File: config.mk
export PLATFORM = sky130hd
export DESIGN_NAME = load_store_unit
export DESIGN_NICKNAME = d
export VERILOG_FILES = /design/src/rtl/load_store_unit.sv
export SDC_FILE = /design/constraint.sdc
export NUM_CORES = 1
export LEC_CHECK = 0
export ABC_AREA = 1
export BUFFER_PORTS_ARGS = -buffer_cell sky130_fd_sc_hd__buf_2
export CORE_MARGIN = 8
export CORE_UTILIZATION = 47
export CTS_CLUSTER_DIAMETER = 100
export DETAILED_ROUTE_END_ITERATION = 10
export PLACE_DENSITY_LB_ADDON = 0.2
export SLEW_MARGIN = 10
export SYNTH_ARGS = -nofsm -noshare
export SYNTH_HDL_FRONTEND = slang
export SYNTH_SLANG_ARGS = --single-unit
File: constraint.sdc
create_clock -name clk -period 2.3 [get_ports clk]
set_clock_uncertainty 0.05 [all_clocks]
set_input_delay 0.115 -clock clk [delete_from_list [all_inputs] [get_ports clk]]
set_output_delay 0.115 -clock clk [all_outputs]
set_load 0.01 [all_outputs]
File: src/rtl/load_store_unit.sv
// load_store_unit: single-outstanding load/store initiator on the core data-memory interface.
// Define MEM_TIMEOUT_EN to abort an access with an error after TIMEOUT_CYCLES unanswered cycles.
module load_store_unit #(
  parameter int TIMEOUT_CYCLES = 16
) (
  input  logic        clk,
  input  logic        reset,
  input  logic        req_valid,
  output logic        req_ready,
  input  logic        req_write,
  input  logic [2:0]  req_option,
  input  logic [31:0] req_address,
  input  logic [31:0] req_wdata,
  output logic        rsp_valid,
  output logic [31:0] rsp_rdata,
  output logic        rsp_error,
  output logic        memory_read,
  output logic        memory_write,
  output logic [2:0]  option,
  output logic [31:0] address,
  output logic [31:0] write_data,
  input  logic        memory_response,
  input  logic [31:0] read_data
);

  typedef enum logic [1:0] {
    ST_IDLE   = 2'b00,
    ST_ACCESS = 2'b01,
    ST_RESP   = 2'b10
  } state_t;

  state_t r_state;
  logic   r_write;
  logic   w_misaligned;
  logic   w_illegal;

`ifdef MEM_TIMEOUT_EN
  localparam logic [7:0] LP_LIMIT = 8'(TIMEOUT_CYCLES - 1);
  logic [7:0] r_wait_cnt;
`else
  logic w_unused_timeout;
  assign w_unused_timeout = (TIMEOUT_CYCLES > 0);
`endif

  always_comb begin
    case (req_option[1:0])
      2'b01:   w_misaligned = req_address[0];
      2'b10:   w_misaligned = |req_address[1:0];
      default: w_misaligned = 1'b0;
    endcase
    // Size 11 and an unsigned-flagged store are never legal.
    w_illegal = w_misaligned | (&req_option[1:0]) | (req_option[2] & req_write);
  end

  always_ff @(posedge clk or negedge reset) begin
    if (!reset) begin
      r_state      <= ST_IDLE;
      r_write      <= 1'b0;
      req_ready    <= 1'b1;
      rsp_valid    <= 1'b0;
      rsp_rdata    <= 32'd0;
      rsp_error    <= 1'b0;
      memory_read  <= 1'b0;
      memory_write <= 1'b0;
      option       <= 3'd0;
      address      <= 32'd0;
      write_data   <= 32'd0;
`ifdef MEM_TIMEOUT_EN
      r_wait_cnt   <= 8'd0;
`endif
    end else begin
      case (r_state)
        ST_IDLE: begin
          if (req_valid) begin
            req_ready  <= 1'b0;
            r_write    <= req_write;
            option     <= req_option;
            address    <= req_address;
            write_data <= req_wdata;
            if (w_illegal) begin
              r_state   <= ST_RESP;
              rsp_valid <= 1'b1;
              rsp_error <= 1'b1;
              rsp_rdata <= 32'd0;
            end else begin
              r_state      <= ST_ACCESS;
              memory_read  <= ~req_write;
              memory_write <= req_write;
`ifdef MEM_TIMEOUT_EN
              r_wait_cnt   <= 8'd0;
`endif
            end
          end
        end
        ST_ACCESS: begin
          if (memory_response) begin
            r_state      <= ST_RESP;
            memory_read  <= 1'b0;
            memory_write <= 1'b0;
            rsp_valid    <= 1'b1;
            rsp_error    <= 1'b0;
            rsp_rdata    <= r_write ? 32'd0 : read_data;
          end
`ifdef MEM_TIMEOUT_EN
          // A response in the limit cycle takes priority over the timeout.
          else if (r_wait_cnt == LP_LIMIT) begin
            r_state      <= ST_RESP;
            memory_read  <= 1'b0;
            memory_write <= 1'b0;
            rsp_valid    <= 1'b1;
            rsp_error    <= 1'b1;
            rsp_rdata    <= 32'd0;
          end else begin
            r_wait_cnt <= r_wait_cnt + 8'd1;
          end
`endif
        end
        ST_RESP: begin
          r_state   <= ST_IDLE;
          req_ready <= 1'b1;
          rsp_valid <= 1'b0;
          rsp_error <= 1'b0;
          rsp_rdata <= 32'd0;
        end
        default: begin
          r_state      <= ST_IDLE;
          req_ready    <= 1'b1;
          rsp_valid    <= 1'b0;
          memory_read  <= 1'b0;
          memory_write <= 1'b0;
        end
      endcase
    end
  end

endmodule

==> results of run 1 <==
[final cells by class]
class                   instances  area [um^2]
fillers                       716         2940
flip-flops and latches        107         2680
repair buffers                287         1840
multi-input cells             240         1570
well taps                     133          166
inverters                      44          165
clock buffers                  11          141
clock inverters                 5          100
[through the flow]
step                hold WS [ns]  instance area, um^2  std cells  setup WS [ns]  total power [mW]
detailed placement        0.0126                 5720        742          0.265              6.96
finish                    0.0156                 6660        827          0.212              8.37
global placement         0.00460                 5720        742          0.389              6.86
global route              0.0184                 6660        827         0.0752              8.93
CTS                     0.000994                 6660        827          0.246              8.43
floorplan                 -0.231                 4550        416          0.611              5.46
[cell usage after synthesis (all sizes together)]
library cell | instances | share of area
dfrtp | 106 | 0.58
a22oi | 1 | 0.0017
buf | 17 | 0.024
ha | 6 | 0.017
a21oi | 2 | 0.0022
o21ai | 6 | 0.0074
nand3 | 3 | 0.0044
nor2 | 37 | 0.031
dfstp | 1 | 0.0058
mux2 | 65 | 0.16
clkbuf | 8 | 0.0066
o21a | 1 | 0.0017
inv | 44 | 0.036
or2 | 2 | 0.0028
nand4 | 35 | 0.048
nand2 | 82 | 0.068
[worst min-delay path by stage]
stage | startpoint | end | slack (ns)
detailed placement | reset | address[21] | 0.01
global route | read_data[25] | rsp_rdata[25] | 0.02
CTS | read_data[4] | rsp_rdata[4] | 0.001
floorplan | reset | address[0] | -0.23
finish | read_data[4] | rsp_rdata[4] | 0.02
global placement | reset | address[15] | 0.005
[registers in the layout, indices dropped and copies added, names as in the netlist]
name	cells
write_data	32
req_ready	1
r_state	2
address	32
rsp_valid	1
memory_write	1
memory_read	1
r_write	1
rsp_error	1
rsp_rdata	32
option	3
[metal layers]
metal  share of wire  GRT usage  up-vias  wire length, um
met4           0.020     0.0852        0              263
met2            0.49      0.332      140             6320
met5               0          0        -                0
met1            0.41      0.235     1845             5290
li1                -          -     1889                -
met3           0.075     0.0549       21              962
[worst min-delay path, delay by kind of cell]
family	cells	cell delay, ns
buffers and inverters	2	0.13
AND/OR/NAND/NOR	3	0.15
[cell families after synthesis]
group           count (synthesis)
mux                            65
flops                         107
compound gates                 10
buf+inv                        69
fa+ha+maj                       6
simple gates                  159
[where the power goes]
part	internal [mW]	switching, mW
Clock	0.750	0.606
Combinational	1.69	2.10
Sequential	2.78	0.441
==> qor.yml, run 1 <==
htree_levels: 3
worstSetupStartpointType: "register"
grt_start_max_net_pins: 55
power_density_mw_per_mm2: 1260
ctsRootBufferMaster: "clkbuf_8"
hold_depth: 5
clk_pin_slew_worst_paths_ns: 0.10
cp_slowest_cell: "dfrtp_1"
numCtsBuffers: 9
via_count: 3895
min_path_type: "input port to register"
arrival_ns: 2.34
boundaryPins: 208
layout-drive-gt1-share: 0.439
maxCapViolCount: 0
post-route-period-util: 0.908
critical_path_buf_inv_count: 4
wl_um: 12800
worst_pin_slew_ns: 0.602
status: "completed"
r2r_end: "rsp_rdata[8]"
post_cts_buffers: 0
dieWidth_um: 114
mostFrequentLayoutCells: "buf_2 (206), dfrtp_1 (106), nand2_1 (81), dlygate4sd3_1 (69), mux2_2 (65)"
ys_seq_elements: 107
fin_crit_ns: 2.09
crit_family: "buffers and inverters"
slowest_delay_ns: 0.41
post_drt_wl_per_cell_um: 15.5
grt_pass1_wl_um: 20600
syn_area_per_cell_um2: 10.9
yosys.area_share.adder: 0.0165
ctsResizeCount: 0
post-dp-hpwl_um: 8860
grt.overflow.total: 0
timing.rr.start: "r_state[0]"
synth_cell_type_count: 22
drc_errors: 0
synth.area.mux_share: 0.161
die_h_um: 114
antenna_cells: 0
r2r_setup_slack_ns: 0.21
synthSimpleGateAreaFrac: 0.154
fmax_ghz: 0.479
relSlewSlack: 0.599
setup_violations: 0
cts_buffer_depth: 2
final_nets: 799
hold_violations: 0
syn_nets: 526
synth_compound_area_frac: 0.0129
setup_tns_ns: 0
ys_warn_count: 0
grt_setup_unrepaired: "false"
cts_tree: "done"
r2r_cells: 10
synthCells: 416
final_common_cell: "buf_2"
ctsHoldBuffers: 69
crit_required_ns: 2.55
endpoint_kind: "register"
drtPass1Iterations: 4
worst-path-stages: 10
worstPathMaxFanout: 23
synth_xor_area_frac: 0
p_leak_nw: 3.65
gp_congestion: 0.773
ys_seq_area_frac: 0.589
crit_end: "rsp_rdata[8]"
drt_iter0_markers: 169
core-area_mm2: 0.00959
die_area_mm2: 0.0131
path_class: "register to register"
antenna_found_initial: 0
rows: 36
vias_per_cell: 4.71
grt_pass1_vias: 4122
grt_util_all_layers: 0.199
clock-sinks: 107
final_util: 0.694
postRouteAntennaNets: 0
insertion_delay_ns: 0.36
start_util: 0.474
ir_drop_uv: 905
portBuffers: 207
slew_viol_final: 0
synthToLayoutAreaGrowth_pct: 46.4
cp-startpoint: "r_state[0]"
worstPathCellList: "inv_1, ha_1, inv_2, or2_1, o21ai_2, inv_2, nand3_2, buf_4, nand2_1, nand2_1"
synth_top_family_by_area: "multiplexers"
netlist_area_mm2: 0.00455
Power figures use the tool's default switching activity.
==> run 2: changes to the inputs <==
- clock period: 2.3 -> 2.1 ns (I/O delays scaled with it)
==> run 2 against run 1 <==
Global-route usage up 0.13 points. Largest power group unchanged. Combinational power up 11%. Die area unchanged. Critical endpoint is now rsp_rdata[1]. Setup slack better by 0.026 ns. Highest routed layer is now met5. Final cell count unchanged. Cell area down 0.71%. Count of clock-buffer cells in the layout down 1. Hold slack better by 0.0032 ns. Critical path depth unchanged.
==> qor.yml, run 2 (synthesis results as in run 1) <==
ctsRootBufferMaster: "clkbuf_8"
worstPathMaxFanout: 18
insertion_delay_ns: 0.35
gp_congestion: 0.777
die_h_um: 114
via_count: 3878
grt.overflow.total: 0
final_common_cell: "buf_2"
cp_slowest_cell: "dfrtp_1"
power_density_mw_per_mm2: 1360
final_nets: 799
setup_tns_ns: 0
drc_errors: 0
r2r_end: "rsp_rdata[1]"
layout-drive-gt1-share: 0.440
cts_buffer_depth: 2
maxCapViolCount: 0
cts_tree: "done"
grt_setup_unrepaired: "false"
setup_violations: 0
post-dp-hpwl_um: 8970
final.setup.worst_slack_ns: 0.238
clk_pin_slew_worst_paths_ns: 0.09
ir_drop_uv: 662
path_class: "register to register"
synthToLayoutAreaGrowth_pct: 45.3
rows: 36
antenna_found_initial: 1
post_cts_buffers: 0
status: "completed"
start_util: 0.474
fin_crit_ns: 1.86
post-route-period-util: 0.887
grt_pass1_vias: 4161
endpoint_kind: "register"
hp-start: "read_data[3]"
drt_iter0_markers: 273
arrival_ns: 2.11
dieWidth_um: 114
n_fill_cell: 740
timing.rr.start: "r_state[0]"
core-area_mm2: 0.00959
hold_violations: 0
clock-sinks: 107
min_path_type: "input port to register"
relSlewSlack: 0.595
wl_um: 13000
htree_levels: 3
worstSetupStartpointType: "register"
grt_start_max_net_pins: 72
vias_per_cell: 4.69
grt_util_all_layers: 0.200
fmax_ghz: 0.537
dp_slack_ns: 0.258
die_area_mm2: 0.0131
hold_depth: 5
r2r_cells: 10
design_power_total_mw: 8.95
mostFrequentLayoutCells: "buf_2 (206), dfrtp_1 (106), nand2_1 (81), dlygate4sd3_1 (69), mux2_2 (65)"
worstPathCellList: "inv_1, ha_1, inv_2, or2_1, o21ai_2, inv_2, nand3_2, buf_4, nand2_1, nand2_1"
p_leak_nw: 3.63
r2r_setup_slack_ns: 0.24
portBuffers: 207
worst_pin_slew_ns: 0.608
postRouteAntennaNets: 0
slowest_delay_ns: 0.41
hold_path_end: "rsp_rdata[3]"
crit_family: "buffers and inverters"
crit_required_ns: 2.35
slew_viol_final: 0
numCtsBuffers: 9
drtPass1Iterations: 6
top_regs: "address: 32 flops, rsp_rdata: 32 flops, write_data: 32 flops"
post_drt_wl_per_cell_um: 15.7
critical_path_buf_inv_count: 4
boundaryPins: 208
grt_pass1_wl_um: 20800
-- run 2: changes by cell type in the layout (fill, tap and decap cells not counted) --
cell       change
bufinv_16      -2
clkbuf_1       -1
clkinv_2       +1
clkinv_4       +1
diode_2        +1
-- run 2: through the flow --
step,cells,util,hold slack (ns),area [um^2]
6_report,827,0.689,0.0188,6610
5_1_grt,826,0.688,0.0258,6610
4_1_cts,826,0.688,0.000119,6610
3_5_place_dp,742,0.597,-0.0486,5720
3_3_place_gp,742,0.597,-0.0492,5720
2_1_floorplan,416,-,-0.241,4550
-- run 2: what timing repair did --
item	4_1_cts	5_1_grt
endpoints found under the hold margin	175	0
hold buffers	69	0
endpoints found under the setup margin	0	0
resized for setup	0	0
-- run 2: cell type report --
| cell class | count | area (um^2) | area share |
|---|---|---|---|
| clock buffers | 10 | 138 | 0.0208 |
| multi-input cells | 240 | 1570 | 0.237 |
| diodes | 1 | 2.50 | 0.000379 |
| flip-flops and latches | 107 | 2680 | 0.405 |
| inverters | 44 | 165 | 0.0250 |
| repair buffers | 287 | 1840 | 0.278 |
| clock inverters | 5 | 53.8 | 0.00814 |
| well taps | 133 | 166 | 0.0252 |
-- run 2: power by group --
group          internal (mW)  total (mW)  leakage (nW)  switching (mW)
Combinational           1.85        4.19          2.19            2.33
Clock                  0.574        1.23         0.102           0.653
Sequential              3.05        3.54          1.33           0.496
Total                   5.47        8.95          3.63            3.48
-- run 2: worst min-delay path, stage by stage --
cell     delay (ns)
buf_2          0.10
inv_1          0.04
nor2_1         0.03
nand4_1        0.07
nand2_1        0.05
-- run 2: how the worst max path moves through the flow --
stage / to / startpoint / depth (start not counted)
2_1_floorplan: r_state[0] / r_state[0] / 10
3_3_place_gp: rsp_rdata[1] / r_state[0] / 10
3_5_place_dp: rsp_rdata[9] / r_state[0] / 10
4_1_cts: rsp_rdata[13] / r_state[0] / 10
5_1_grt: rsp_rdata[8] / r_state[0] / 10
6_report: rsp_rdata[1] / r_state[0] / 10
-- run 2: layer usage --
metal | wire length [um] | vias up | track usage
li1 | - | 1897 | -
met1 | 5280 | 1813 | 0.232
met2 | 6490 | 145 | 0.346
met3 | 900 | 21 | 0.0506
met4 | 290 | 2 | 0.0807
met5 | 8 | - | 0
==> run 3: changes to the inputs <==
- CORE_ASPECT_RATIO: default -> 2
==> run 3 against run 2 <==
Final cell count shrank 3.5%. Die area grew 1.5%. Utilization grew 0.84 points. Sequential share of layout area shrank 0.40 points. First-iteration DRC count shrank 62%. Critical path type unchanged. Largest cell class unchanged. Largest power group unchanged.
==> qor.yml, run 3 (synthesis results as in run 1) <==
status: "completed"
grt_start_max_net_pins: 48
setup_tns_ns: 0
vias_per_cell: 4.96
pwr-share-clk: 0.184
core-area_mm2: 0.00957
wl_um: 13000
internal_power_mw: 5.90
drc_errors: 0
worstSetupStartpointType: "register"
antenna_cells: 0
final_nets: 797
via_count: 3955
mostFrequentLayoutCells: "buf_2 (206), dfrtp_1 (106), nand2_1 (81), dlygate4sd3_1 (66), mux2_2 (65)"
r2r_cells: 10
clk_pin_slew_worst_paths_ns: 0.07
clock-sinks: 107
ctsRootBufferMaster: "clkbuf_16"
p_leak_nw: 3.67
postRouteAntennaNets: 0
fin_area_mm2: 0.00667
final.setup.worst_slack_ns: 0.220
htree_levels: 3
portBuffers: 207
numCtsBuffers: 9
insertion_delay_ns: 0.34
layout-drive-gt1-share: 0.445
rows: 51
hold_path_end: "address[0]"
timing.rr.start: "r_state[0]"
hold_violations: 0
drt_iter0_markers: 104
die_h_um: 155
path_class: "register to register"
r2r_end: "rsp_error"
relSlewSlack: 0.593
hp-start: "req_address[0]"
cp-startpoint: "r_state[0]"
post_drt_wl_per_cell_um: 16.3
antenna_found_initial: 0
post_cts_buffers: 0
grt_setup_unrepaired: "false"
comb_power_share: 0.441
power_density_mw_per_mm2: 1410
p_sw_mw: 3.54
arrival_ns: 2.11
post-dp-hpwl_um: 8730
ir_drop_uv: 805
min_path_type: "input port to register"
cts_tree: "done"
grt_pass1_vias: 4155
start_util: 0.475
crit_required_ns: 2.33
maxCapViolCount: 0
setup_violations: 0
slew_viol_final: 0
post-route-period-util: 0.895
cts_buffer_depth: 2
grt.overflow.total: 0
die_area_mm2: 0.0133
dp_slack_ns: 0.161
worst_pin_slew_ns: 0.610
gp_congestion: 0.751
hold_depth: 3
dieWidth_um: 85.6
worstPathMaxFanout: 19
fmax_ghz: 0.532
final_common_cell: "buf_2"
endpoint_kind: "register"
p_seq_frac: 0.375
design_power_total_mw: 9.43
grt_util_all_layers: 0.199
grt_pass1_wl_um: 21100
swShare: 0.375
postPlaceCellArea_mm2: 0.00570
fin_crit_ns: 1.88
r2r_setup_slack_ns: 0.22
synthToLayoutAreaGrowth_pct: 46.8
drtPass1Iterations: 5
top_regs: "address: 32 flops, rsp_rdata: 32 flops, write_data: 32 flops"
boundaryPins: 208
==> run 3: power by group through the flow <==
stage / combinational [mW] / sequential, mW / clock (mW)
finish: 4.16 / 3.54 / 1.73
global placement: 4.01 / 3.52 / 0
global route: 4.55 / 3.68 / 1.85
floorplan: 1.97 / 4.00 / 0
CTS: 4.19 / 3.53 / 1.78
detailed placement: 4.08 / 3.55 / 0
==> run 3: layout make-up <==
class                   instances  area (um^2)
fillers                       748         2900
flip-flops and latches        107         2680
repair buffers                285         1810
multi-input cells             240         1570
clock buffers                  11          253
inverters                      44          165
well taps                     106          133
clock inverters                 5         60.1
==> run 3: metrics by stage <==
stage               utilization  std cells  hold slack, ns
floorplan                     -        416          -0.241
detailed placement        0.595        716          0.0855
finish                    0.697        798         0.00785
global placement          0.595        716          0.0892
global route              0.697        798          0.0353
CTS                       0.697        798         0.00601
==> run 3: worst max-delay path by stage <==
stage	to	slack, ns	cells after the start
CTS	rsp_error	0.12	10
detailed placement	rsp_rdata[20]	0.16	10
global placement	rsp_rdata[6]	0.27	10
global route	rsp_rdata[23]	0.05	7
finish	rsp_error	0.22	10
floorplan	r_state[0]	0.41	10
==> run 3: worst max-delay path, stage by stage (launching register included) <==
cell     delay, ns
dfrtp_1       0.40
inv_1         0.09
ha_2          0.28
inv_2         0.06
or2_1         0.21
o21ai_2       0.10
inv_2         0.13
nand3_2       0.11
buf_4         0.24
nand2_1       0.08
nand2_1       0.07
==> run 3: routing by layer <==
layer	track usage	routed length (um)	vias up
met5	0	0	-
met4	0.0741	215	0
met2	0.318	6350	161
li1	-	-	1894
met3	0.0819	1400	15
met1	0.233	5020	1885
==> run 3: timing repair <==
action	in CTS	in global routing
hold buffers	66	0
hold endpoints to repair	104	0
endpoints found under the setup margin	0	15
gates resized for setup	0	1
